==> src/rtl/nibble_serial_subtractor.sv <==
// nibble_serial_subtractor: multi-cycle A - B - Bin, one 4-bit slice per clock,
// LSB slice first, with a registered inter-slice carry and a valid/ready
// handshake on both sides.
// Optional build macro: SUB_SATURATE_EN clamps diff on signed overflow.
module nibble_serial_subtractor #(
  parameter int unsigned WIDTH = 16
) (
  input  logic             clk,
  input  logic             rst_n,
  input  logic             in_valid,
  output logic             in_ready,
  input  logic [WIDTH-1:0] a,
  input  logic [WIDTH-1:0] b,
  input  logic             bin,
  output logic             out_valid,
  input  logic             out_ready,
  output logic [WIDTH-1:0] diff,
  output logic             bout,
  output logic             ovf,
  output logic             zero
);

  localparam int unsigned N    = WIDTH / 4;
  localparam int unsigned IDXW = (N > 1) ? $clog2(N) : 1;

  typedef enum logic [1:0] {IDLE, RUN, DONE} state_t;

  state_t                state;
  logic [IDXW-1:0]       idx;
  logic                  carry;
  logic [N-1:0][3:0]     a_q;
  logic [N-1:0][3:0]     b_q;
  logic [N-1:0][3:0]     diff_q;

  logic [3:0]            as;
  logic [3:0]            nbs;
  logic [3:0]            g;
  logic [3:0]            p;
  logic [3:0]            sum_s;
  logic                  c1, c2, c3, c4;
  logic                  idx_last;
  logic                  ovf_c;
  logic [N-1:0][3:0]     diff_new;
  logic [WIDTH-1:0]      diff_fin;

  assign in_ready  = (state == IDLE);
  assign out_valid = (state == DONE);
  assign diff      = diff_q;
  assign idx_last  = (idx == IDXW'(N - 1));

  // Current slice: a + ~b + carry through a 4-bit generate/propagate lookahead
  always_comb begin
    as    = a_q[idx];
    nbs   = ~b_q[idx];
    g     = as & nbs;
    p     = as ^ nbs;
    c1    = g[0] | (p[0] & carry);
    c2    = g[1] | (p[1] & g[0]) | (p[1] & p[0] & carry);
    c3    = g[2] | (p[2] & g[1]) | (p[2] & p[1] & g[0]) | (p[2] & p[1] & p[0] & carry);
    c4    = g[3] | (p[3] & g[2]) | (p[3] & p[2] & g[1]) | (p[3] & p[2] & p[1] & g[0])
          | (p[3] & p[2] & p[1] & p[0] & carry);
    sum_s = p ^ {c3, c2, c1, carry};

    diff_new      = diff_q;
    diff_new[idx] = sum_s;

    // Only meaningful on the last slice, where sum_s[3] is the result MSB
    ovf_c    = (a_q[N-1][3] != b_q[N-1][3]) && (sum_s[3] != a_q[N-1][3]);
    diff_fin = diff_new;
`ifdef SUB_SATURATE_EN
    if (ovf_c) begin
      diff_fin = {a_q[N-1][3], {(WIDTH-1){~a_q[N-1][3]}}};
    end
`endif
  end

  // Control FSM, operand capture, slice write-back and final flags
  always_ff @(posedge clk or negedge rst_n) begin
    if (!rst_n) begin
      state  <= IDLE;
      idx    <= '0;
      carry  <= 1'b0;
      a_q    <= '0;
      b_q    <= '0;
      diff_q <= '0;
      bout   <= 1'b0;
      ovf    <= 1'b0;
      zero   <= 1'b0;
    end else begin
      case (state)
        IDLE: begin
          if (in_valid) begin
            a_q   <= a;
            b_q   <= b;
            carry <= ~bin;
            idx   <= '0;
            state <= RUN;
          end
        end
        RUN: begin
          carry <= c4;
          if (idx_last) begin
            idx    <= '0;
            diff_q <= diff_fin;
            bout   <= ~c4;
            ovf    <= ovf_c;
            zero   <= (diff_fin == '0);
            state  <= DONE;
          end else begin
            idx    <= idx + IDXW'(1);
            diff_q <= diff_new;
          end
        end
        DONE: begin
          if (out_ready) begin
            state <= IDLE;
          end
        end
        default: state <= IDLE;
      endcase
    end
  end

endmodule
==> config.mk <==
export PLATFORM = sky130hd
export DESIGN_NAME = nibble_serial_subtractor
export DESIGN_NICKNAME = d
export VERILOG_FILES = /design/src/rtl/nibble_serial_subtractor.sv
export SDC_FILE = /design/constraint.sdc
export NUM_CORES = 1
export LEC_CHECK = 0
export BUFFER_PORTS_ARGS = -buffer_cell sky130_fd_sc_hd__buf_2
export CAP_MARGIN = 20
export CORE_ASPECT_RATIO = 1.25
export CORE_MARGIN = 4
export CORE_UTILIZATION = 35
export DETAILED_ROUTE_END_ITERATION = 7
export GPL_TIMING_DRIVEN = 0
export PLACE_DENSITY = 0.68
export SYNTH_ARGS = -nofsm -noshare
export SYNTH_HDL_FRONTEND = slang
export SYNTH_SLANG_ARGS = --single-unit
==> constraint.sdc <==
create_clock -name clk -period 2.6 [get_ports clk]
set_input_delay 0.13 -clock clk [delete_from_list [all_inputs] [get_ports clk]]
set_output_delay 0.13 -clock clk [all_outputs]
set_load 0.01 [all_outputs]
**After elaboration in Yosys (flattened, before gate mapping)**

Cells that the tools add are included.
W data, S select, Z words.

- Register bits after elaboration: 56
- Input port bits: 37
- Output and inout port bits: 21
- Word-level logic and storage cells: 86

- Add/subtract/negate cells: 1
- Order comparisons: 2
- Equality and inequality tests: 8
- Muxes and demuxes: 16
- Bitwise gates (word level): 32
- Reduce and logical (&&, ||, !) cells: 9

Operators with widths:

| operator | number |
|---|---|
| $and A1 B1 Y1 | 16 |
| $bmux W4 S2 | 2 |
| $bwmux W16 | 1 |
| $logic_not A16 Y1 | 1 |
| $mux W4 | 3 |
| $mux W2 | 5 |
| $or A1 B1 Y1 | 10 |
| $demux W4 S2 | 1 |
| $xor A4 B4 Y4 | 2 |
| $pmux W2 S3 | 1 |
| $reduce_and A2 Y1 | 3 |
| $and A4 B4 Y4 | 1 |
| $eq A2 B2 Y1 const B | 2 |
| $ne A2 B2 Y1 const B | 2 |
| $not A4 Y4 | 1 |
| $pmux W2 S2 | 1 |
| $lt A2 B3 Y1 const B | 1 |
| $reduce_and A3 Y1 | 1 |
| $add A2 B1 Y2 const B | 1 |
| $eq A2 B1 Y1 const B | 1 |
| $ge A2 B1 Y1 const B | 1 |
| $logic_and A1 B1 Y1 | 2 |
| $logic_not A2 Y1 | 1 |
| $ne A1 B1 Y1 | 2 |
| other kinds (5) | 6 |

**Depth between registers and ports, before layout**

Gate-level depths: netlist of the first run.

- Depth in word-level cells: 11
- Depth in mapped cells: 8
- Depth with buffers taken out: 7

**Least setup slack after synthesis of the first run**

No wires, ideal clock.

- Path type: reg-to-reg
- From: reg idx[0]
- To: reg ovf
- Library setup time: 0.080 ns
- Data arrival time: 2.352 ns
- Required time: 2.520 ns
- Path slack: 0.168 ns
- Cell stages (with the launch flop): 8
- Buffers on the path: 1
- Clock period less this slack: 2.432 ns
- Path through: dfrtp_1 > buf_2 > mux4_2 > ha_1 > a211oi_2 > o21ai_1 > a311o_1 > o211ai_2

- Longest elaborated chain between the ends: 11
- Elaborated cells between the ends (all ways): 20
- Classes of those cells: 2 x eq/ne; 4 x mux; 12 x bitwise; 2 x reduce/logical

Ends and longest elaborated chain:

| what | line | source |
|---|---|---|
| from (decl) | 29 | `logic [IDXW-1:0] idx;` |
| from (signal assigned) | 110 | `idx <= idx + IDXW'(1);` |
| $bmux W4 S2 | 54 | `nbs = ~b_q[idx];` |
| $mux W4 (not written as such) | 54 |  |
| $not A4 Y4 | 54 |  |
| $xor A4 B4 Y4 / $and A4 B4 Y4 (equally long branches) | 56, 55 |  |
| $and A1 B1 Y1 | 59 | `c3 = g[2] \| (p[2] & g[1]) \| (p[2] & p[1] & g[0]) \| (p[2] & p[1] & p[0] & carry);` |
| $or A1 B1 Y1 / $and A1 B1 Y1 (equally long branches) (2 in series) | 59 |  |
| $or A1 B1 Y1 | 59 |  |
| $xor A4 B4 Y4 | 62 | `sum_s = p ^ {c3, c2, c1, carry};` |
| $ne A1 B1 Y1 | 68 | `ovf_c = (a_q[N-1][3] != b_q[N-1][3]) && (sum_s[3] != a_q[N-1][3]);` |
| $logic_and A1 B1 Y1 | 68 |  |
| to (signal assigned) | 106 | `ovf <= ovf_c;` |
| to (decl) | 19 | `output logic ovf,` |

Parallel ways exist; a longest one is shown, timed or not. The select of a mux whose other input is x is not followed.
A chain may end at the register's enable or synchronous reset.

**Worst setup path after layout of the first run**

Ends and elaborated chain as after synthesis.

==> impl_metrics.tcl, run 1 <==
set metrics [dict create \
    drc_errors 0 \
    hold_path.class "in2reg" \
    irDropWorstVdd_mv 0.5926 \
    setup_viol 0 \
    cts_buffer_depth 2 \
    yosysTopAreaCellShare 0.5369 \
    numCtsBuffers 5 \
    syn2layout_area_growth_pct 23.63 \
    reg2reg_slack_ns 0.13 \
    ys.flop_type "dfrtp_1" \
    clock_latency_ns 0.31 \
    portBuffers 57 \
    antenna_cells 0 \
    holdWs_ns 0.002760 \
    grt_usage 0.1373 \
    reg2reg_from "idx[0]$_DFFE_PN0P_" \
    antenna_found_initial 0 \
    grt_pass1_vias 2138 \
    hpwl_mm 4.509 \
    vias 2032 \
    hp-start "a[10]" \
    cp_num_buf_inv 2 \
    critPathKind "reg2reg" \
    start_util 0.3674 \
    async_flop_share 1.000 \
    die_w_um 85.24 \
    grt_pass1_wl_mm 9.894 \
    synth-warning-count 0 \
    die_h_um 104.6 \
    relSlewSlack 0.5812 \
    core_um2 7104 \
    synth.area.top_cells "dfrtp_1 54%, nand2_1 16%, mux4_2 6.9%, ha_1 3.8%, o21ai_0 3.1%" \
    power_mw 4.868 \
    first_pass_iters 4 \
    status "finished clean" \
    placed_cell_area_um2 3028 \
    finClkSkew_ns 0.007136 \
    clk_pin_slew_ns 0.10 \
    drtIter0Drc 64 \
    holdPathEnd "a_q[10]$_DFFE_PN0P_" \
    maxCapViolations 0 \
    start_kind "flip-flop" \
    synth.avg_cell_area_um2 9.849 \
    antenna_left 0 \
    dieArea_um2 8912 \
    io_pins 58 \
    worst_slew_pin_slew_ns 0.6282 \
    end_kind "flip-flop" \
    totalWireLength_mm 5.830 \
    yosysSeqAreaShare 0.5369 \
    critPathMaxFanout 10 \
    htree_levels 2 \
    finalHoldViolCount 0 \
    required_ns 2.84 \
    cts_tree "done" \
    grt_setup_unrepaired "false" \
    rows 34 \
    synth_edf_count 0 \
    cts.sinks 56 \
    syn_area_um2 2610 \
    crit_chain "buf_6 -> mux4_2 -> inv_1 -> ha_4 -> a211oi_4 -> o21ai_1 -> a311o_1 -> o211ai_2" \
    fin_crit_ns 2.466 \
    timing.rr.end "ovf$_DFFE_PN0P_" \
    r2r_cells 8 \
    ys_ff_latch 56 \
    power.density_nw_per_um2 1509 \
    overflow 0 \
    hold_path_depth 3 \
    nNetsFinal 381 \
    gp_congestion 0.7475 \
    routed_via_density 4.770 \
    crit_arrival_ns 2.71 \
    final_area_um2 3227 \
    drv_slew 0 \
    root_buffer "clkbuf_8" \
    avgRoutedWirePerCell_um 13.69 \
    p_leak_nw 1.668 \
    max_stage_delay_ns 0.50 \
    syn_inst 265 \
    drive_above_1_share 0.2887 \
    critPathTopFamily "compound AO/OA/AOI/OAI gates" \
    critPathSlowestCell "mux4_2" \
    post-route-period-util 0.9484 \
    fill_cells 678 \
    syn_nets 311 \
    yosysUniqueCellTypes 36 \
    synth_largest_area_cell "dfrtp_1" \
    grt_max_degree 31 \
    max_freq_ghz 0.4056 \
]
==> cells in the mapped netlist (2+ instances only) <==
| cell type | count |
|---|---|
| o21ai_0 | 16 |
| and2_1 | 2 |
| inv_1 | 8 |
| nor4_1 | 3 |
| o31ai_1 | 2 |
| ha_1 | 8 |
| mux2_2 | 3 |
| buf_2 | 7 |
| mux2_1 | 2 |
| clkbuf_1 | 3 |
| dfrtp_1 | 56 |
| mux4_2 | 8 |
| nand2_1 | 114 |
| o21ai_1 | 2 |
| nand4b_1 | 2 |
| nand3_1 | 3 |
| o221ai_1 | 2 |
| nor2_1 | 4 |
| nand2b_1 | 3 |
==> report_power, final <==
| group | switching [mW] | internal (mW) | leakage (nW) |
|---|---|---|---|
| combinational | 1.56 | 1.19 | 0.921 |
| sequential | 0.251 | 1.30 | 0.693 |
| clock | 0.288 | 0.286 | 0.0541 |
| total | 2.10 | 2.77 | 1.67 |
==> through the flow <==
stage                     setup TNS (ns)  setup slack (ns)    util  instances
after CTS                              0           0.01298  0.4470        422
after global routing                   0           0.03449  0.4542        426
after global placement           -0.5476           -0.1165  0.4234        412
final                                  0            0.1343  0.4542        426
after floorplan                        0            0.1680       -        265
after detailed placement          -1.349           -0.1790  0.4262        413
==> worst reg2reg max path, stage by stage, from the launching register on <==
cell	delay (ns)
dfrtp_2	0.40
buf_6	0.17
mux4_2	0.50
inv_1	0.15
ha_4	0.24
a211oi_4	0.32
o21ai_1	0.17
a311o_1	0.38
o211ai_2	0.07
==> logic make-up after synthesis <==
logic type | after synthesis | synth area share
compound gates | 30 | 0.07383
xor+xnor | 1 | 0.003356
fa+ha+maj | 9 | 0.04602
buf+inv | 19 | 0.03212
flops | 56 | 0.5369
mux | 13 | 0.09060
simple gates | 137 | 0.2172
==> worst max-delay path by stage <==
| stage | slack [ns] | from | cells after the start | endpoint |
|---|---|---|---|---|
| final | 0.13 | idx[0]$_DFFE_PN0P_ | 8 | ovf$_DFFE_PN0P_ |
| after global routing | 0.03 | idx[0]$_DFFE_PN0P_ | 8 | ovf$_DFFE_PN0P_ |
| after CTS | 0.01 | idx[0]$_DFFE_PN0P_ | 7 | ovf$_DFFE_PN0P_ |
| after detailed placement | -0.18 | idx[0]$_DFFE_PN0P_ | 7 | diff[10]$_DFFE_PN0P_ |
| after global placement | -0.12 | idx[0]$_DFFE_PN0P_ | 6 | zero$_DFFE_PN0P_ |
| after floorplan | 0.17 | idx[0]$_DFFE_PN0P_ | 7 | ovf$_DFFE_PN0P_ |
==> cell type report <==
cell class              count  area, um2  share of cell area
multi-input cells         190       1161              0.3598
well taps                  90      112.6             0.03490
clock inverters             3      42.54             0.01318
clock buffers               5      68.82             0.02133
inverters                   8      30.03            0.009306
repair buffers             63      347.8              0.1078
plain buffers              11      61.31             0.01900
flip-flops and latches     56       1403              0.4347
==> repair_timing <==
item | CTS | global route
endpoints found under the setup margin | 14 | 11
pin swaps | 0 | 1
endpoints found under the hold margin | 26 | 1
resized for setup | 7 | 3
setup buffers | 0 | 3
hold buffers | 1 | 1
==> metal layers <==
metal	vias up	global-route usage	part of all wire
met5	-	0	0
met4	0	0.02715	0.0077
met3	5	0.03307	0.054
met2	42	0.2450	0.51
met1	968	0.1678	0.43
li1	1017	-	-
==> registers in the layout (all words and copies together), names as in the netlist <==
register and cells:
state 2, a_q 16, carry 1, ovf 1, idx 2, bout 1
diff 16, zero 1, b_q 16
==> cell usage in the layout (no fill, tap or decap), drive strengths merged <==
cell	n
a211oi	1
a21boi	1
a21oi	1
a311o	1
a31oi	1
a41o	1
and2	3
and3b	1
buf	69
bufinv	1
clkbuf	8
clkinv	1
clkinvlp	1
dfrtp	56
dlygate4sd3	2
fa	1
ha	8
inv	8
mux2	5
mux4	8
nand2	115
nand2b	3
nand3	3
nand4b	2
nor2	4
nor2b	1
nor3	1
nor4	3
o211ai	1
o21ai	18
o221ai	2
o22ai	1
o31ai	2
or3b	1
xnor2	1
Power figures use the tool's default switching activity.
==> inputs of run 2 (changes only) <==
GPL_TIMING_DRIVEN = 1   (was 0)
SLEW_MARGIN = 25   (was not set)
==> run 2 against run 1 <==
Effect of this change: combinational power is 11% lower; first-iteration DRC count is 120% higher; register-to-register slack better by 0.03 ns; highest routed layer unchanged; utilization is 1.1 points lower; critical path type unchanged; setup slack better by 0.027 ns; hold slack better by 0.0020 ns; fmax is 1.1% higher; non-clock buffer count is 7 lower; die area stayed put.
==> impl_metrics.tcl, run 2 (synthesis gave the netlist of run 1 again) <==
set metrics [dict create \
    io_pins 58 \
    hold_path.class "in2reg" \
    end_kind "flip-flop" \
    root_buffer "clkbuf_8" \
    status "finished clean" \
    portBuffers 57 \
    tns_ns 0 \
    grt_setup_unrepaired "false" \
    seqCellArea_um2 1403 \
    grt_max_degree 34 \
    totalWireLength_mm 5.892 \
    antenna_left 0 \
    start_kind "flip-flop" \
    worst_slew_pin_slew_ns 0.6074 \
    setup_viol 0 \
    cts_buffer_depth 2 \
    avgRoutedWirePerCell_um 14.06 \
    gp_congestion 0.8901 \
    drive_above_1_share 0.2584 \
    cts.sinks 56 \
    first_pass_iters 4 \
    drv_slew 0 \
    layout_common_cells "114 x nand2_1, 57 x buf_2, 55 x dfrtp_1" \
    fill_cells 699 \
    irDropWorstVdd_mv 0.5960 \
    finClkSkew_ns 0.008057 \
    finalHoldViolCount 0 \
    start_util 0.3674 \
    clock_latency_ns 0.31 \
    grt_pass1_wl_mm 10.14 \
    die_w_um 85.24 \
    holdWs_ns 0.004771 \
    grt_usage 0.1418 \
    vias 2005 \
    worst_slack_ns 0.1609 \
    cts_tree "done" \
    antenna_found_initial 0 \
    clk_pin_slew_ns 0.10 \
    max_freq_ghz 0.4100 \
    pre_cts_ws_ns 0.1693 \
    drc_errors 0 \
    nNetsFinal 374 \
    post-route-util 0.4431 \
    antenna_cells 0 \
    crit_arrival_ns 2.67 \
    numCtsBuffers 5 \
    die_h_um 104.6 \
    final_common_cell "nand2_1" \
    core_um2 7104 \
    multiInputGateArea_um2 1125 \
    critPathKind "reg2reg" \
    syn2layout_area_growth_pct 20.61 \
    maxCapViolations 0 \
    rows 34 \
    htree_levels 2 \
    routed_via_density 4.785 \
    drtIter0Drc 139 \
    dieArea_um2 8912 \
    grt_pass1_vias 2168 \
    hpwl_mm 4.458 \
    relSlewSlack 0.5942 \
    overflow 0 \
    p_leak_nw 1.627 \
    power.density_nw_per_um2 1456 \
    required_ns 2.83 \
    post-route-period-util 0.9381 \
    critPathMaxFanout 10 \
    fin_crit_ns 2.439 \
]
==> run 2: critical path, cell delays in order, from the launching register on <==
cell and delay, ns:
dfrtp_1 0.36, buf_4 0.21, mux4_2 0.55, ha_1 0.34
a211oi_2 0.30, o21ai_1 0.14, a311o_1 0.38, o211ai_2 0.08
==> run 2: final timing paths <==
path	end	startpoint	slack, ns	cells after the start
setup / recovery	ovf$_DFFE_PN0P_	idx[0]$_DFFE_PN0P_	0.16	7
hold reg to reg	a_q[6]$_DFFE_PN0P_	a_q[6]$_DFFE_PN0P_	0.48	2
setup reg to reg	ovf$_DFFE_PN0P_	idx[0]$_DFFE_PN0P_	0.16	7
hold / removal	a_q[4]$_DFFE_PN0P_	a[4]	0.005	3
min in group asynchronous	diff[8]$_DFFE_PN0P_	rst_n	0.35	2
max in group asynchronous	idx[1]$_DFFE_PN0P_	rst_n	1.41	3
==> run 2: routing by layer <==
| layer | track usage | wire length [um] |
|---|---|---|
| met5 | 0 | 0 |
| met3 | 0.03780 | 318 |
| met4 | 0.04977 | 116 |
| met2 | 0.2406 | 2998 |
| met1 | 0.1725 | 2459 |
==> run 2: layout make-up <==
type	count	share of cell area
timing repair buffer	67	0.1176
clock buffer	6	0.02305
tap	90	0.03577
inverter	8	0.009539
clock inverter	2	0.01113
multi-input combinational	190	0.3573
sequential	56	0.4455
==> run 2: what timing repair did <==
action / CTS / global route
setup buffers: 0 / 0
gates resized for setup: 0 / 1
hold buffers: 3 / 1
endpoints found under the hold margin: 27 / 1
setup endpoints to repair: 0 / 3
==> run 2: power by group <==
| part | switching [mW] | leakage, nW | internal, mW |
|---|---|---|---|
| sequential | 0.285 | 0.693 | 1.30 |
| clock | 0.273 | 0.0552 | 0.286 |
| combinational | 1.39 | 0.879 | 1.06 |
==> run 2: metrics by stage <==
step	area (um2)	cells	power, mW
after floorplan	2610	265	3.275
after global placement	2999	407	3.964
after detailed placement	2999	407	4.060
after CTS	3137	418	4.634
after global routing	3148	419	5.058
final	3148	419	4.585
==> inputs of run 3 (changes only) <==
CORE_ASPECT_RATIO = not set   (was 1.25)
==> run 3 against run 2 <==
Effect of this change: utilization decreased by 1.0 points; non-clock buffer count did not move; final cell count rose by 1.9%; critical path depth stayed put; register-to-register slack better by 0.05 ns; setup slack gained 0.050 ns; die area down 0.10%; count of clock-buffer cells in the layout rose by 1; cell area down 0.20%; first-iteration DRC count fell by 39%; via count is essentially flat; largest cell class unchanged; highest routed layer unchanged.
==> impl_metrics.tcl, run 3 (synthesis gave the netlist of run 1 again) <==
set metrics [dict create \
    timing.rr.end "ovf$_DFFE_PN0P_" \
    p_leak_nw 1.625 \
    totalWireLength_mm 5.638 \
    numCtsBuffers 5 \
    hold_path_depth 3 \
    grt_pass1_wl_mm 9.597 \
    die_h_um 94.36 \
    antenna_found_initial 0 \
    crit_arrival_ns 2.62 \
    maxCapViolations 0 \
    holdPathEnd "a_q[0]$_DFFE_PN0P_" \
    final_common_cell "nand2_1" \
    clock_latency_ns 0.30 \
    cts_tree "done" \
    critPathTopFamily "compound AO/OA/AOI/OAI gates" \
    irDropWorstVdd_mv 0.5611 \
    routed_via_density 4.691 \
    grt_setup_unrepaired "false" \
    critPathSlowestCell "mux4_2" \
    max_freq_ghz 0.4186 \
    antenna_left 0 \
    cts_buffer_depth 2 \
    reg2reg_from "idx[0]$_DFFE_PN0P_" \
    io_pins 58 \
    end_kind "flip-flop" \
    rows 31 \
    setup_viol 0 \
    core_um2 7253 \
    grt_pass1_vias 2041 \
    vias 2003 \
    htree_levels 2 \
    start_kind "flip-flop" \
    critPathKind "reg2reg" \
    post-route-period-util 0.9189 \
    start_util 0.3598 \
    power.density_nw_per_um2 1444 \
    nNetsFinal 374 \
    drc_errors 0 \
    cts.sinks 56 \
    required_ns 2.83 \
    avgRoutedWirePerCell_um 13.20 \
    clk_pin_slew_ns 0.10 \
    finalHoldViolCount 0 \
    grt_max_degree 37 \
    portBuffers 57 \
    r2r_cells 7 \
    final_area_um2 3142 \
    cp_num_buf_inv 1 \
    dieArea_um2 8903 \
    finClkSkew_ns 0.008177 \
    fill_cells 735 \
    critPathLaunch "idx[0]$_DFFE_PN0P_" \
    relSlewSlack 0.7172 \
    drtIter0Drc 85 \
    hp-start "a[0]" \
    hold_path.class "in2reg" \
    worst_slew_pin_slew_ns 0.4203 \
    placed_cell_area_um2 3025 \
    status "finished clean" \
    reg2reg_slack_ns 0.21 \
    die_w_um 94.36 \
    hpwl_mm 4.333 \
    overflow 0 \
    crit_chain "buf_4 -> mux4_2 -> ha_1 -> a211oi_2 -> o21ai_1 -> a311o_1 -> o211ai_2" \
    drive_above_1_share 0.2622 \
    layout_common_cells "114 x nand2_1, 57 x buf_2, 56 x dfrtp_1" \
    fin_crit_ns 2.389 \
    grt_usage 0.1369 \
    antenna_cells 0 \
    drv_slew 0 \
    max_stage_delay_ns 0.54 \
    critPathMaxFanout 7 \
    syn2layout_area_growth_pct 20.37 \
    tns_ns 0 \
    first_pass_iters 4 \
    root_buffer "clkbuf_8" \
    gp_congestion 0.7813 \
]
## run 3: through the flow
step	hold WS (ns)	cells	worst slack, ns	utilization	total power [mW]
3_3_place_gp	0.1619	418	0.2887	0.4171	3.983
4_1_cts	0.001413	426	0.2085	0.4318	4.576
5_1_grt	0.007338	427	0.08901	0.4332	4.981
2_1_floorplan	-0.1656	265	0.1680	-	3.275
6_report	0.01152	427	0.2109	0.4332	4.537
3_5_place_dp	0.1535	418	0.2244	0.4171	4.073
## run 3: worst max-delay path by stage
stage,end,cells past startpoint,slack (ns)
finish,ovf$_DFFE_PN0P_,7,0.21
global route,ovf$_DFFE_PN0P_,7,0.09
CTS,ovf$_DFFE_PN0P_,7,0.21
detailed placement,ovf$_DFFE_PN0P_,7,0.22
global placement,ovf$_DFFE_PN0P_,7,0.29
floorplan,ovf$_DFFE_PN0P_,7,0.17
## run 3: area by class of cell
cell class,count,area [um2],area share
Inverter,8,30.03,0.009558
Sequential cell,56,1401,0.4460
Timing Repair Buffer,67,365.4,0.1163
Tap cell,99,123.9,0.03943
Multi-Input combinational cell,190,1125,0.3580
Clock buffer,7,96.34,0.03067
## run 3: report_power, final
group	total, mW	switching, mW	internal, mW
logic	2.46	1.39	1.07
clock network	0.500	0.262	0.238
registers	1.58	0.285	1.30
## run 3: worst register-to-register path, stage by stage (launching register included)
cell and delay (ns):
dfrtp_1 0.36, buf_4 0.17, mux4_2 0.54, ha_1 0.34
a211oi_2 0.29, o21ai_1 0.14, a311o_1 0.39, o211ai_2 0.08
## run 3: what timing repair did
action | 4_1_cts | 5_1_grt
buffers inserted | 0 | 0
endpoints found under the hold margin | 56 | 1
hold buffers | 1 | 1
endpoints found under the setup margin | 0 | 0
gates resized for setup | 0 | 0
## run 3: routing by layer
layer	vias to the layer above	global-route usage	part of all wire
met3	5	0.02948	0.050
met2	44	0.2193	0.46
li1	1007	-	-
met1	947	0.1923	0.49
met4	0	0.02888	0.0066
met5	-	0	0
